$ cat config.mk
export PLATFORM = sky130hd
export DESIGN_NAME = mvm_ctrl
export DESIGN_NICKNAME = d
export VERILOG_FILES = /design/src/rtl/mvm_ctrl.sv
export SDC_FILE = /design/constraint.sdc
export NUM_CORES = 1
export LEC_CHECK = 0
export ABC_AREA = 1
export BUFFER_PORTS_ARGS = -buffer_cell sky130_fd_sc_hd__buf_4
export CAP_MARGIN = 40
export CORE_ASPECT_RATIO = 0.9
export CORE_MARGIN = 5
export CORE_UTILIZATION = 50
export CTS_CLUSTER_SIZE = 16
export DETAILED_ROUTE_END_ITERATION = 8
export PLACE_DENSITY = 0.75
export SETUP_SLACK_MARGIN = 0.5
export SYNTH_ARGS = -nofsm -noshare
export SYNTH_HDL_FRONTEND = slang
export SYNTH_SLANG_ARGS = --single-unit
$ cat constraint.sdc
create_clock -name clk -period 1.4 [get_ports clk]
set_input_delay 0.28 -clock clk [delete_from_list [all_inputs] [get_ports clk]]
set_output_delay 0.28 -clock clk [all_outputs]
set_load 0.005 [all_outputs]
$ cat src/rtl/mvm_ctrl.sv
// Command sequencer for the mvm crossbar unit: turns LOAD_WT / RUN_MVM / LOAD_RUN
// commands into registered mvm strobes, counts passes, times out mvm_done, returns a tagged response.
module mvm_ctrl #(
   parameter int PROG_CYCLES = 2,
   parameter int TIMEOUT     = 1024,
   parameter int CNT_W       = 11,
   parameter int ITER_W      = 4
) (
   input  logic              clk,
   input  logic              reset,
   input  logic              cmd_valid,
   output logic              cmd_ready,
   input  logic [1:0]        cmd_op,
   input  logic [ITER_W-1:0] cmd_iter,
   input  logic [3:0]        cmd_tag,
   output logic              mvm_reset,
   output logic              reset_wt,
   output logic              prog_wt,
   output logic              mvm_start,
   input  logic              mvm_done,
   output logic [ITER_W-1:0] in_sel,
   output logic              busy,
   output logic              rsp_valid,
   input  logic              rsp_ready,
   output logic [3:0]        rsp_tag,
   output logic              rsp_err
);

   localparam logic [1:0] OP_NOP      = 2'b00;
   localparam logic [1:0] OP_LOAD_WT  = 2'b01;
   localparam logic [1:0] OP_RUN_MVM  = 2'b10;
   localparam logic [1:0] OP_LOAD_RUN = 2'b11;

   localparam logic [CNT_W-1:0] PROG_LAST = CNT_W'(PROG_CYCLES - 1);
   localparam logic [CNT_W-1:0] TO_LAST   = CNT_W'(TIMEOUT - 1);

   typedef enum logic [2:0] {
      IDLE,
      WT_CLR,
      WT_PROG,
      MVM_RST,
      MVM_RUN,
      MVM_WAIT,
      RESP
   } state_t;

   state_t              state_reg, state_next;
   logic [1:0]          op_reg, op_next;
   logic [ITER_W-1:0]   iter_reg, iter_next;
   logic [3:0]          tag_reg, tag_next;
   logic [ITER_W-1:0]   in_sel_reg, in_sel_next;
   logic [CNT_W-1:0]    cnt_reg, cnt_next;
   logic                err_reg, err_next;
   logic                abort;

   logic                mvm_reset_reg, reset_wt_reg, prog_wt_reg, mvm_start_reg;

   always_ff @(posedge clk or negedge reset) begin
      if (!reset) begin
         state_reg     <= IDLE;
         op_reg        <= OP_NOP;
         iter_reg      <= '0;
         tag_reg       <= '0;
         in_sel_reg    <= '0;
         cnt_reg       <= '0;
         err_reg       <= 1'b0;
         mvm_reset_reg <= 1'b0;
         reset_wt_reg  <= 1'b0;
         prog_wt_reg   <= 1'b0;
         mvm_start_reg <= 1'b0;
      end else begin
         state_reg     <= state_next;
         op_reg        <= op_next;
         iter_reg      <= iter_next;
         tag_reg       <= tag_next;
         in_sel_reg    <= in_sel_next;
         cnt_reg       <= cnt_next;
         err_reg       <= err_next;
         // Strobes are flops decoded from the next state, so mvm sees no combinational input path.
         mvm_reset_reg <= (state_next == WT_CLR) || (state_next == MVM_RST) || abort;
         reset_wt_reg  <= (state_next == WT_CLR);
         prog_wt_reg   <= (state_next == WT_PROG);
         mvm_start_reg <= (state_next == MVM_RUN);
      end
   end

   always_comb begin
      state_next  = state_reg;
      op_next     = op_reg;
      iter_next   = iter_reg;
      tag_next    = tag_reg;
      in_sel_next = in_sel_reg;
      cnt_next    = cnt_reg;
      err_next    = err_reg;
      abort       = 1'b0;

      case (state_reg)
         IDLE: begin
            if (cmd_valid) begin
               op_next     = cmd_op;
               iter_next   = cmd_iter;
               tag_next    = cmd_tag;
               in_sel_next = '0;
               cnt_next    = '0;
               err_next    = 1'b0;
               case (cmd_op)
                  OP_LOAD_WT, OP_LOAD_RUN: state_next = WT_CLR;
                  OP_RUN_MVM:              state_next = MVM_RST;
                  default:                 state_next = RESP;
               endcase
            end
         end
         WT_CLR: begin
            cnt_next   = '0;
            state_next = WT_PROG;
         end
         WT_PROG: begin
            if (cnt_reg == PROG_LAST) begin
               cnt_next   = '0;
               state_next = (op_reg == OP_LOAD_RUN) ? MVM_RST : RESP;
            end else begin
               cnt_next = cnt_reg + 1'b1;
            end
         end
         MVM_RST: state_next = MVM_RUN;
         MVM_RUN: begin
            cnt_next   = '0;
            state_next = MVM_WAIT;
         end
         MVM_WAIT: begin
            // done is checked before the timeout so a done on the last wait cycle still succeeds
            if (mvm_done) begin
               if (in_sel_reg == iter_reg) begin
                  err_next   = 1'b0;
                  state_next = RESP;
               end else begin
                  in_sel_next = in_sel_reg + 1'b1;
                  state_next  = MVM_RST;
               end
            end else if (cnt_reg == TO_LAST) begin
               err_next   = 1'b1;
               abort      = 1'b1;
               state_next = RESP;
            end else begin
               cnt_next = cnt_reg + 1'b1;
            end
         end
         RESP: begin
            if (rsp_ready) state_next = IDLE;
         end
         default: state_next = IDLE;
      endcase
   end

   assign cmd_ready = (state_reg == IDLE);
   assign busy      = (state_reg != IDLE);
   assign rsp_valid = (state_reg == RESP);
   assign rsp_tag   = tag_reg;
   assign rsp_err   = err_reg;
   assign in_sel    = in_sel_reg;
   assign mvm_reset = mvm_reset_reg;
   assign reset_wt  = reset_wt_reg;
   assign prog_wt   = prog_wt_reg;
   assign mvm_start = mvm_start_reg;

endmodule

==> flow_summary.toml <==
[status]
status = "finished with violations"
violations = "setup timing"

[drt]
vias_per_cell = 5.20
drt_first_iter_violations = 218
ant_nets = 0
finalWirelength_um = 5780
vias = 2003
drc_errors = 0
avgRoutedWirePerCell_um = 15.0
dr.pass1.iters = 4

[power_and_ir_drop]
combPwrFrac_pct = 58.3
p_clk_share_pct = 14.1
p_sw_mw = 2.14
power_mw = 5.28
power_density_nw_per_um2 = 1770
p_leak_nw = 1.53
peakVddDrop_uv = 1200
p_int_mw = 3.14
p_sw_share_pct = 40.5
seqPwrFrac_pct = 27.7

[synthesis]
yosysSeqAreaShare_pct = 42.9
yosysTopAreaCell = "dfrtp_1"
async_flop_share_pct = 100
ys_ff_latch = 33
syn_inst = 265
yosys-top-cells-area = "dfrtp_1 (43%), nand2_1 (19%), nor2_1 (5.7%), inv_1 (5.1%), nand3_1 (4.2%)"
synth_top_cell_area_share_pct = 42.9
synth_edf_count = 0
avgSynthCellArea_um2 = 7.26
ys_types = 26
ys.warnings.count = 0
syn_area_um2 = 1920
synth_ff_type = "dfrtp_1"
synthesis.nets = 283

[min_path]
hold_depth = 3
hold-path-endpoint = "iter_reg[3]$_DFFE_PN0P_"
hold_class = "in -> reg"
hold_start = "cmd_iter[3]"

[placed_design]
dpl.cell_count = 353
placed_area_um2 = 2380
gp_congestion = 0.843
io_buffers = 30
dp_slack_ps = 7.53
post-dp-hpwl_um = 3240

[global_route]
grt_max_degree = 34
grt_pass1_wl_um = 8740
track_usage_pct = 22.8
antenna_found_initial = 0
grt_overflow_total = 0
first_global_vias = 1920

[timing]
timing.final.max_slew_violations = 0
min_period_over_period_pct = 110
min_period_ps = 1530
timing.fmax_ghz = 0.652
postLayoutSetupSlackWorst_ps = -133
setup_viol = 20
hold_viol_final = 0
skew_ps = 6.11
maxSlewHeadroom_pct = 73.1
holdWs_ps = 194
rsz0062_at_grt = "true"
worst_slew_pin_slew_ps = 402

[cells_and_area]
num_antenna_cells = 0
design_area_um2 = 2980
fin_cells = 385
largest_reg_flops = 11
drive_gt1_share_pct = 44.2
syn2layout_area_growth_pct = 54.8
finalNetCount = 356

[critical_path]
rr_worst_depth = 10
r2r_start = "state_reg[2]$_DFF_PN0_"
path_class = "reg -> reg"
worstPathRequired_ps = 1620
end_kind = "flip-flop"
cp_max_fo = 6
rrSetupSlack_ps = -130
worst_ep_arrival_time_ps = 1750
worstReg2RegEnd = "mvm_reset$_DFF_PN0_"
start_kind = "flip-flop"

[clocking]
clk_path_buf_depth = 2
clkLatencyLatePin_ps = 290
htreeDepth = 2
cts_tree = "done"
cts.sinks = 33
clk_pin_slew_ps = 70
cts_buffers = 5
cts_root_buffer = "clkbuf_8"

[floorplan]
chipWidth_um = 75.4
core_um2 = 3730
rows = 21
dieHeight_um = 68.9
start_util_pct = 51.6
io_pins = 31
die_area_um2 = 5190

[job]
drv_cap = 0
-- routing by layer --
layer	vias to the layer above	track usage (%)	part of all wire (%)
met3	18	5.51	7.6
met1	922	28.9	39
li1	980	-	-
met2	83	36.9	50
met5	-	0	0
met4	0	10.3	2.9
-- cells in the final DEF (no fill, tap or decap), types with 2 or more instances in the layout --
| cell | synthesis | routed |
|---|---|---|
| xor2_1 | 6 | 6 |
| inv_2 | 5 | 8 |
| nand4_1 | 5 | 5 |
| buf_12 | 0 | 3 |
| nor2_1 | 29 | 17 |
| clkbuf_8 | 0 | 6 |
| o21ai_1 | 4 | 10 |
| o211ai_1 | 4 | 4 |
| nand2_1 | 96 | 73 |
| nor2_2 | 2 | 9 |
| clkbuf_1 | 1 | 2 |
| nor2_4 | 1 | 6 |
| dfrtp_2 | 0 | 7 |
| nand3_1 | 16 | 14 |
| o21ai_2 | 1 | 4 |
| nand3_4 | 0 | 3 |
| nand2_2 | 3 | 18 |
| nand3_2 | 4 | 3 |
| buf_6 | 0 | 24 |
| nand2_4 | 2 | 10 |
| o21ai_0 | 11 | 2 |
| or2_2 | 2 | 2 |
| buf_8 | 1 | 2 |
| buf_4 | 1 | 39 |
| a21oi_1 | 5 | 5 |
| dfrtp_1 | 33 | 26 |
| inv_1 | 26 | 21 |
-- cell usage after synthesis (2+ instances only) --
cell,number
inv_2,5
nand2_1,96
nor2_2,2
nand4_1,5
nand3_1,16
nand3_2,4
inv_1,26
nand2_2,3
buf_2,2
a21oi_1,5
nand2_4,2
xor2_1,6
dfrtp_1,33
o21ai_1,4
nor2_1,29
ha_1,3
o211ai_1,4
or2_2,2
o21ai_0,11
-- metrics by stage --
step / utilization (%) / TNS, ps
detailed placement: 63.8 / 0
global placement: 63.8 / 0
global route: 79.8 / -2620
finish: 79.8 / -756
CTS: 74.7 / -226
floorplan: - / 0
-- cells by family (layout without fill, tap and decap cells) --
group | after synthesis | after routing | synth area share (%)
simple gates | 160 | 160 | 36.3
buf+inv | 36 | 110 | 7.93
flops | 33 | 33 | 42.9
compound gates | 25 | 25 | 7.22
xor+xnor | 7 | 7 | 3.19
fa+ha+maj | 3 | 3 | 1.95
mux | 1 | 1 | 0.520
-- what timing repair did --
action | in CTS | in global routing
gates cloned | 2 | 1
endpoints found under the setup margin | 48 | 81
endpoints found under the hold margin | 33 | 0
buffers inserted | 12 | 8
hold buffers | 1 | 0
pin swaps | 11 | 7
gates resized for setup | 60 | 29
-- worst max path at each step --
stage | slack (ps) | endpoint | startpoint
2_1_floorplan | 0.2 | cnt_reg[3]$_DFFE_PN0P_ | cnt_reg[0]$_DFFE_PN0P_
3_3_place_gp | 8 | cnt_reg[1]$_DFFE_PN0P_ | cnt_reg[2]$_DFFE_PN0P_
3_5_place_dp | 8 | cnt_reg[8]$_DFFE_PN0P_ | cnt_reg[2]$_DFFE_PN0P_
4_1_cts | -40 | busy | state_reg[0]$_DFF_PN0_
5_1_grt | -240 | mvm_reset$_DFF_PN0_ | state_reg[2]$_DFF_PN0_
6_report | -130 | mvm_reset$_DFF_PN0_ | state_reg[2]$_DFF_PN0_
-- worst max-delay path: stages (launching register included) --
cell,delay [ps]
dfrtp_2,440
buf_12,140
nor2_4,150
nand3_4,180
nor2_4,130
nor2_1,50
nand2_1,70
nor2_2,50
nand2_1,80
nand2_1,90
nand2_1,90
-- power groups by stage --
| stage | sequential (mW) | combinational (mW) | clock, mW |
|---|---|---|---|
| finish | 1.46 | 3.08 | 0.742 |
| global route | 1.49 | 3.33 | 0.792 |
| CTS | 1.45 | 2.54 | 0.754 |
| detailed placement | 1.44 | 1.90 | 0 |
| global placement | 1.43 | 1.87 | 0 |
| floorplan | 1.41 | 1.26 | 0 |
-- layout make-up --
class                           instances  area [um2]
Sequential cell                        33         835
Clock buffer                            8        90.1
Timing Repair Buffer                   71         716
Multi-Input combinational cell        196        1160
Tap cell                               46        57.6
Fill cell                             227         752
Inverter                               31         124
No activity file was read; power rests on OpenSTA's default activity.
